## src/rtl/pipe_skid_reg_pkg.sv

```systemverilog
// Shared state encoding and default sizing for the pipe_skid_reg skid buffer.
package pipe_skid_reg_pkg;

    typedef enum logic [1:0] {
        EMPTY = 2'd0,
        FULL  = 2'd1,
        SKID  = 2'd2
    } state_e;

    localparam int DEF_WIDTH = 2;
    localparam int DEF_INIT  = 0;

endpackage

```

## src/rtl/pipe_skid_slot.sv

```systemverilog
// One payload slot of the skid buffer: load-enabled register with synchronous INIT reset.
module pipe_skid_slot
    import pipe_skid_reg_pkg::*;
#(
    parameter int               WIDTH = DEF_WIDTH,
    parameter logic [WIDTH-1:0] INIT  = WIDTH'(DEF_INIT)
) (
    input  logic             clk_i,
    input  logic             rst_ni,
    input  logic             ld_i,
    input  logic [WIDTH-1:0] d_i,
    output logic [WIDTH-1:0] q_o
);

    logic [WIDTH-1:0] data_q;

    always_ff @(posedge clk_i) begin
        if (!rst_ni)
            data_q <= INIT;
        else if (ld_i)
            data_q <= d_i;
    end

    assign q_o = data_q;

endmodule

```

## src/rtl/pipe_skid_reg.sv

```systemverilog
// Registered-ready skid buffer: main slot drives O, skid slot absorbs one beat of backpressure.
// Optional clock enable port CE is added when PIPE_SKID_REG_CE_EN is defined.
module pipe_skid_reg
    import pipe_skid_reg_pkg::*;
#(
    parameter int               WIDTH = DEF_WIDTH,
    parameter logic [WIDTH-1:0] INIT  = WIDTH'(DEF_INIT)
) (
    input  logic             CLK,
    input  logic             RESETN,
`ifdef PIPE_SKID_REG_CE_EN
    input  logic             CE,
`endif
    input  logic [WIDTH-1:0] I,
    input  logic             I_VALID,
    output logic             I_READY,
    output logic [WIDTH-1:0] O,
    output logic             O_VALID,
    input  logic             O_READY
);

    logic             ce;
    state_e           state_q, state_d;
    logic             main_ld, skid_ld, main_from_skid;
    logic [WIDTH-1:0] main_q, skid_q, main_d;
    logic             in_xfer, out_xfer;

`ifdef PIPE_SKID_REG_CE_EN
    assign ce = CE;
`else
    assign ce = 1'b1;
`endif

    // Handshakes decode from registered state only; O_READY never reaches I_READY.
    assign I_READY  = RESETN && ce && (state_q != SKID);
    assign O_VALID  = ce && (state_q != EMPTY);
    assign O        = main_q;
    assign in_xfer  = I_VALID && I_READY;
    assign out_xfer = O_VALID && O_READY;

    always_ff @(posedge CLK) begin
        if (!RESETN)
            state_q <= EMPTY;
        else
            state_q <= state_d;
    end

    always_comb begin
        state_d        = state_q;
        main_ld        = 1'b0;
        skid_ld        = 1'b0;
        main_from_skid = 1'b0;
        case (state_q)
            EMPTY: begin
                if (in_xfer) begin
                    main_ld = 1'b1;
                    state_d = FULL;
                end
            end
            FULL: begin
                if (in_xfer && out_xfer) begin
                    main_ld = 1'b1;
                end else if (in_xfer) begin
                    skid_ld = 1'b1;
                    state_d = SKID;
                end else if (out_xfer) begin
                    state_d = EMPTY;
                end
            end
            SKID: begin
                if (out_xfer) begin
                    main_ld        = 1'b1;
                    main_from_skid = 1'b1;
                    state_d        = FULL;
                end
            end
            default: state_d = EMPTY;
        endcase
    end

    assign main_d = main_from_skid ? skid_q : I;

    pipe_skid_slot #(.WIDTH(WIDTH), .INIT(INIT)) u_main (
        .clk_i  (CLK),
        .rst_ni (RESETN),
        .ld_i   (main_ld),
        .d_i    (main_d),
        .q_o    (main_q)
    );

    pipe_skid_slot #(.WIDTH(WIDTH), .INIT(INIT)) u_skid (
        .clk_i  (CLK),
        .rst_ni (RESETN),
        .ld_i   (skid_ld),
        .d_i    (I),
        .q_o    (skid_q)
    );

endmodule

```

## config.mk

```make
export PLATFORM = sky130hd
export DESIGN_NAME = pipe_skid_reg
export DESIGN_NICKNAME = d
export VERILOG_FILES = /design/src/rtl/pipe_skid_reg_pkg.sv /design/src/rtl/pipe_skid_slot.sv /design/src/rtl/pipe_skid_reg.sv
export SDC_FILE = /design/constraint.sdc
export NUM_CORES = 1
export LEC_CHECK = 0
export ABC_AREA = 1
export ABC_CLOCK_PERIOD_IN_PS = 2600
export CAP_MARGIN = 10
export CORE_AREA = 10 10 47 49
export CTS_CLUSTER_DIAMETER = 40
export CTS_CLUSTER_SIZE = 28
export DETAILED_ROUTE_END_ITERATION = 12
export DIE_AREA = 0 0 57 59
export GPL_TIMING_DRIVEN = 0
export MAX_ROUTING_LAYER = met4
export PLACE_DENSITY = 0.46
export SYNTH_ARGS = -nofsm -noshare
export SYNTH_HDL_FRONTEND = slang
export SYNTH_SLANG_ARGS = --single-unit
```

## constraint.sdc

```tcl
create_clock -name CLK -period 2.6 [get_ports CLK]
set_input_delay 0.52 -clock CLK [delete_from_list [all_inputs] [get_ports CLK]]
set_output_delay 0.52 -clock CLK [all_outputs]
set_load 0.02 [all_outputs]
```

### Word-level counts from Yosys, hierarchy flattened

Index checks and enable logic that the tools add are counted.

| word-level totals | value |
|---|---|
| memories | 0 |
| memory bits (writable) | 0 |
| flip-flop bits (word level) | 6 |
| output and inout bits | 4 |
| word-level logic and storage cells | 31 |
| bits in read-only memories | 0 |
| bits of input ports | 6 |
| bits in latches | 0 |

| cells by class | value |
|---|---|
| divide/modulo/power cells | 0 |
| add/sub/neg operators | 0 |
| shifts and indexed selects | 0 |
| equal/unequal tests | 7 |
| reduce and logical (&&, ||, !) cells | 7 |
| bitwise operators | 0 |
| mux-type cells | 14 |
| $lt $le $gt $ge | 0 |
| multipliers | 0 |

Operator list:

| cell | count |
|---|---|
| 2-bit 2-to-1 mux | 6 |
| 2-bit != test (second input constant) | 4 |
| 1-bit 2-to-1 mux | 6 |
| 2-bit one-hot mux with 3 select lines | 1 |
| 1-bit logical AND | 4 |
| 4-bit AND reduction | 1 |
| 3-bit != test (second input constant) | 1 |
| 1-bit one-hot mux with 3 select lines | 1 |
| 2-bit by 1-bit == test with 1-bit output (second input constant) | 1 |
| 2-bit == test (second input constant) | 1 |
| 2-bit zero test | 1 |
| 2-bit nonzero test | 1 |

### Longest topological paths before layout

Gate-level depths: netlist (run 1).

| depth | value |
|---|---|
| word-level depth | 6 |
| mapped depth | 7 |

### Modules after synthesis

From an unflattened synthesis (run 1), not the netlist that was laid out.

| unflattened totals | value |
|---|---|
| cells, all modules | 53 |
| area, all modules | 331.6 um^2 |

Modules (own cells, without submodules):

| module | area an instance (um^2) | cells an instance | instances |
|---|---|---|---|
| pipe_skid_reg | 176.4 | 29 | 1 |
| pipe_skid_slot | 77.6 | 12 | 2 |

### Worst setup path before layout (run 1)

OpenSTA, ideal clock, no wires.

| timing path | value |
|---|---|
| path type | input-to-output |
| start point | input port RESETN |
| end point | output port I_READY |
| stages | 2 |
| arrival | 0.845 ns |
| setup slack | 1.235 ns |
| required time | 2.080 ns |
| cell sequence | inv_1 nor2_1 |

| on the way | value |
|---|---|
| longest elaborated chain between the ends | 1 |

RTL lines:

| what | RTL line | RTL |
|---|---|---|
| from (decl) | pipe_skid_reg.sv:10 | `input logic RESETN,` |
| 1-bit logical AND | pipe_skid_reg.sv:35 | `assign I_READY = RESETN && ce && (state_q != SKID);` |
| to (decl) | pipe_skid_reg.sv:16 | `output logic I_READY,` |

No other way between the ends.

### Worst setup path in the final report (run 1)

Ends and elaborated chain as after synthesis.

==> results_dict.tcl, run 1 <==
set metrics [dict create \
    outcome "finished clean" \
    fp.dieW_um 57 \
    switching_share 0.290 \
    dr.pass1.iters 2 \
    drt-total-wl_um 784 \
    slew_violations 0 \
    p_int_w 0.000175 \
    timing_worst_setup_path_type "in2out" \
    combPwrFrac 0.217 \
    post_cts_resize_count 0 \
    fillers 171 \
    relSlewSlack 0.829 \
    grt_start_max_net_pins 8 \
    core-area_um2 1400 \
    finalNetCount 69 \
    grt_pass1_wl_um 1230 \
    synth_cell_types 12 \
    clockBufferDepth 2 \
    clk_pin_slew_ns 0.05 \
    clock_sinks 6 \
    seqPwrFrac 0.412 \
    final_area_um2 444 \
    finalCritPeriodShare 0.943 \
    postCtsSetupBuffers 0 \
    setup_ws_ns 0.149 \
    io_pins 10 \
    tns_ns 0 \
    holdWs_ns 0.504 \
    skew_ns 0.00523 \
    ctsHtreeMaxLevel 1 \
    final_layout_size_suffix_gt1_frac 0.131 \
    synth_xor_area_frac 0 \
    hold_buffers 0 \
    synthSimpleGateAreaFrac 0.462 \
    grt_pass1_vias 302 \
    synth_cells 49 \
    dpl.hpwl_um 625 \
    cp-end-kind "output pin" \
    antenna_found_initial 0 \
    syn_area_um2 312 \
    insertion_delay_ns 0.25 \
    p_leak_nw 0.205 \
    numCtsBuffers 3 \
    yosysSeqAreaShare 0.386 \
    cts_tree "yes" \
    setup_viol 0 \
    place_ws_ns 0.114 \
    clkPwrFrac 0.371 \
    initial_core_util 0.222 \
    area_delta_synth_final_pct 42.6 \
    placed_cell_area_um2 422 \
    n_antenna_cell 0 \
    root_buffer "clkbuf_4" \
    drc 0 \
    antenna_left 0 \
    synth_compound_area_frac 0.0803 \
    dr.first_iter.drc_count 4 \
    hold_violations 0 \
    power.total_w 0.000247 \
    die_area_um2 3360 \
    vias 336 \
    fmax_mhz 408 \
    dieHeight_um 59 \
    synth-seq-cells 6 \
    rsz0062_at_grt "no" \
    rows 14 \
    port_buffers 9 \
    via_per_inst 4.36 \
    maxCapViolations 0 \
    cp.required_ns 2.08 \
    power.density_nw_per_um2 555 \
    grt_usage 0.0489 \
    path_max_fanout 7 \
    cp.arrival_ns 1.93 \
    ir_worst_vdd_v 0.000252 \
    worstMarginPinSlew_ns 0.256 \
    crit_path_start_kind "primary input" \
    synth_warnings 0 \
    hold_path_class "reg2reg" \
    min_period_ns 2.45 \
    route.detailed.wl_per_inst_um 10.2 \
    gp_congestion 0.753 \
    grt-ovfl-total 0 \
    synth_nets 55 \
    synth_mux_area_frac 0 \
    p_sw_w 0.0000716 \
    synth_top_family_by_area "simple AND/OR/NAND/NOR gates" \
    avgSynthCellArea_um2 6.36 \
    r2r_setup_slack_ns 1.60 \
    yosys.area_share.adder 0 \
]
[kinds of logic (layout without fill, tap and decap cells)]
logic type | count (synthesis) | after routing
flops | 6 | 6
buf+inv | 6 | 18
compound gates | 4 | 4
simple gates | 33 | 33
[layer usage]
layer  part of all wire  global-route usage  wire, um
met5                  0                   -         0
met4              0.020              0.0302        16
met1               0.49              0.0511       383
met3              0.051              0.0279        40
met2               0.44              0.0698       344
[cell usage after synthesis]
master	n	area (um2)
nand2_1	12	45.0
inv_1	5	18.8
o21ai_0	2	10.0
o211ai_1	1	7.51
nand2_2	3	18.8
nand3_2	1	10.0
dfxtp_1	6	120
nor3_1	2	10.0
nor2_1	12	45.0
a211oi_1	1	7.51
inv_2	1	3.75
nand3_1	3	15.0
[sequential cells by signal, summed over array words and instances (netlist names)]
name        flops
u_skid.q_o      2
u_main.q_o      2
state_q         2
[path summary, 6_finish.rpt]
check / startpoint / cells past startpoint / endpoint
max: RESETN / 4 / I_READY
min: state_q[0] / 1 / state_q[1]
max reg2reg: state_q[0] / 7 / u_main.q_o[0]
min reg2reg: state_q[0] / 1 / state_q[1]
[layout make-up]
type                            instances  area, um2  area share
Clock buffer                            3       22.5      0.0507
Inverter                                6       22.5      0.0507
Multi-Input combinational cell         37        169       0.380
Sequential cell                         6        120       0.270
Tap cell                               16       20.0      0.0451
Timing Repair Buffer                    9       90.1       0.203
[power by group through the flow]
stage	combinational [W]	clock (W)	sequential [W]
floorplan	0.0000259	0	0.000106
global placement	0.0000547	0	0.000103
detailed placement	0.0000543	0	0.000103
CTS	0.0000547	0.0000926	0.000102
global route	0.0000591	0.0000999	0.000103
finish	0.0000534	0.0000914	0.000102
[metrics by stage]
step | util | cells
floorplan | - | 49
global placement | 0.301 | 74
detailed placement | 0.301 | 74
CTS | 0.317 | 77
global route | 0.317 | 77
finish | 0.317 | 77
[cell usage in the layout, fill, tap and decap left out]
cell type | Yosys | final
nor2_1 | 12 | 12
nand3_2 | 1 | 1
a211oi_1 | 1 | 1
clkbuf_4 | 0 | 3
nand3_1 | 3 | 3
nor3_1 | 2 | 2
o21ai_0 | 2 | 2
inv_1 | 5 | 5
clkdlybuf4s50_1 | 0 | 9
o211ai_1 | 1 | 1
nand2_1 | 12 | 12
nand2_2 | 3 | 3
inv_2 | 1 | 1
dfxtp_1 | 6 | 6
[critical path, cell delays in order]
cell	delay, ns
clkdlybuf4s50_1	0.61
inv_1	0.09
nor2_1	0.11
clkdlybuf4s50_1	0.60
(Power assumes the default switching activity.)
==> run 2: changes to the inputs <==
SLEW_MARGIN = 20   (was default)
==> results of run 2 <==
Final layout, timing and power as in run 1 (identical DEF).
==> run 3: changes to the inputs <==
SETUP_SLACK_MARGIN = 0.4   (was default)
==> run 3 against run 2 <==
  * Non-clock buffer count unchanged
  * Critical endpoint unchanged
  * Power is 0.32% lower
  * First-iteration DRC count stayed put
  * Critical path depth is the same
  * Highest routed layer unchanged
  * Sequential power about the same
  * Final cell count did not move
  * Routed wire length is 0.13% lower
  * Setup slack improved by 0.44 ns
  * Largest cell class unchanged
==> results_dict.tcl, run 3 (synthesized netlist as in run 1, its figures left out) <==
set metrics [dict create \
    relSlewSlack 0.855 \
    n_antenna_cell 0 \
    crit_path_start_kind "register" \
    min-delay-start "state_q[0]" \
    clockBufferDepth 2 \
    antenna_found_initial 0 \
    rows 14 \
    hold_depth 1 \
    finalCritPeriodShare 0.775 \
    hold_buffers 0 \
    hold_path_class "reg2reg" \
    dieHeight_um 59 \
    dr.pass1.iters 2 \
    insertion_delay_ns 0.25 \
    slew_violations 0 \
    drt-total-wl_um 783 \
    r2r_start "state_q[0]" \
    ctsHtreeMaxLevel 1 \
    gp_congestion 0.753 \
    cp-end-kind "output pin" \
    fmax_mhz 496 \
    hold_violations 0 \
    io_pins 10 \
    rsz0062_at_grt "no" \
    grt_pass1_vias 302 \
    port_buffers 9 \
    power.density_nw_per_um2 560 \
    antenna_left 0 \
    area_delta_synth_final_pct 41.0 \
    cp.arrival_ns 1.50 \
    critPathMostFrequentCell "nor2_1" \
    via_per_inst 4.35 \
    fp.dieW_um 57 \
    route.detailed.wl_per_inst_um 10.2 \
    clock_sinks 6 \
    worst-path-stages 4 \
    timing_worst_setup_path_type "reg2out" \
    clk_pin_slew_ns 0.05 \
    cp.required_ns 2.08 \
    final_cell_mix "nand2_1, nor2_1, clkdlybuf4s50_1, dfxtp_1, inv_1" \
    critPathSlowestCell "clkdlybuf4s50_1" \
    grt_pass1_wl_um 1230 \
    postCtsSetupBuffers 0 \
    r2r_setup_slack_ns 1.60 \
    ir_worst_vdd_v 0.000248 \
    crit_buf_inv 2 \
    worstHoldEndpoint "state_q[1]" \
    grt-ovfl-total 0 \
    post_cts_resize_count 2 \
    tns_ns 0 \
    vias 335 \
    fillers 172 \
    final_layout_size_suffix_gt1_frac 0.148 \
    dpl.hpwl_um 625 \
    numCtsBuffers 3 \
    cts_tree "yes" \
    r2r-end "u_main.q_o[0]" \
    skew_ns 0.00523 \
    crit_chain "inv_2 -> nor2_1 -> nor2_1 -> clkdlybuf4s50_1" \
    maxCapViolations 0 \
    worstMarginPinSlew_ns 0.217 \
    root_buffer "clkbuf_4" \
    finalNetCount 69 \
    dr.first_iter.drc_count 4 \
    drc 0 \
    grt_usage 0.0489 \
    final_core_util 0.313 \
    die_area_um2 3360 \
    setup_viol 0 \
    min_period_ns 2.02 \
    path_max_fanout 4 \
    grt_start_max_net_pins 8 \
    ff2ff_path_depth 7 \
    core-area_um2 1400 \
    crit_family "buffers and inverters" \
    p_leak_nw 0.205 \
    cpPeakStageDelay_ns 0.53 \
    initial_core_util 0.222 \
    outcome "finished clean" \
]
run 3: cell types whose count changed in the layout (fill, tap and decap cells not counted):
cell	previous run	this run
clkbuf_2	0	1
clkdlybuf4s50_1	9	8
run 3: worst max path at each step:
stage | from | endpoint | slack [ns]
finish | state_q[1] | I_READY | 0.58
global route | state_q[1] | I_READY | 0.50
CTS | RESETN | I_READY | 0.42
detailed placement | RESETN | I_READY | 0.11
global placement | RESETN | I_READY | 0.12
floorplan | RESETN | I_READY | 1.24
run 3: routing by layer:
layer | wire [um] | vias up | GRT usage | part of all wire
met2 | 344 | 8 | 0.0698 | 0.44
met4 | 16 | 0 | 0.0302 | 0.020
met5 | 0 | - | - | 0
met3 | 40 | 2 | 0.0279 | 0.051
li1 | - | 181 | - | -
met1 | 382 | 144 | 0.0511 | 0.49
run 3: cell type report:
class / count / area (um2) / share of cell area
sequential: 6 / 120 / 0.274
tap: 16 / 20.0 / 0.0456
clock buffer: 3 / 22.5 / 0.0513
timing repair buffer: 9 / 85.1 / 0.194
multi-input combinational: 37 / 169 / 0.385
inverter: 6 / 22.5 / 0.0513
run 3: power breakdown:
part,switching (W),internal (W)
clock,0.0000388,0.0000526
sequential,0.00000384,0.0000978
combinational,0.0000289,0.0000237
total,0.0000716,0.000174
run 3: through the flow:
step	cell area, um2	setup slack (ns)	std cells	power (W)	hold WS [ns]
after detailed placement	422	0.114	74	0.000158	0.490
after global placement	422	0.120	74	0.000158	0.497
final	439	0.585	77	0.000246	0.504
after floorplan	312	1.24	49	0.000132	0.460
after CTS	444	0.415	77	0.000249	0.498
after global routing	439	0.495	77	0.000261	0.533
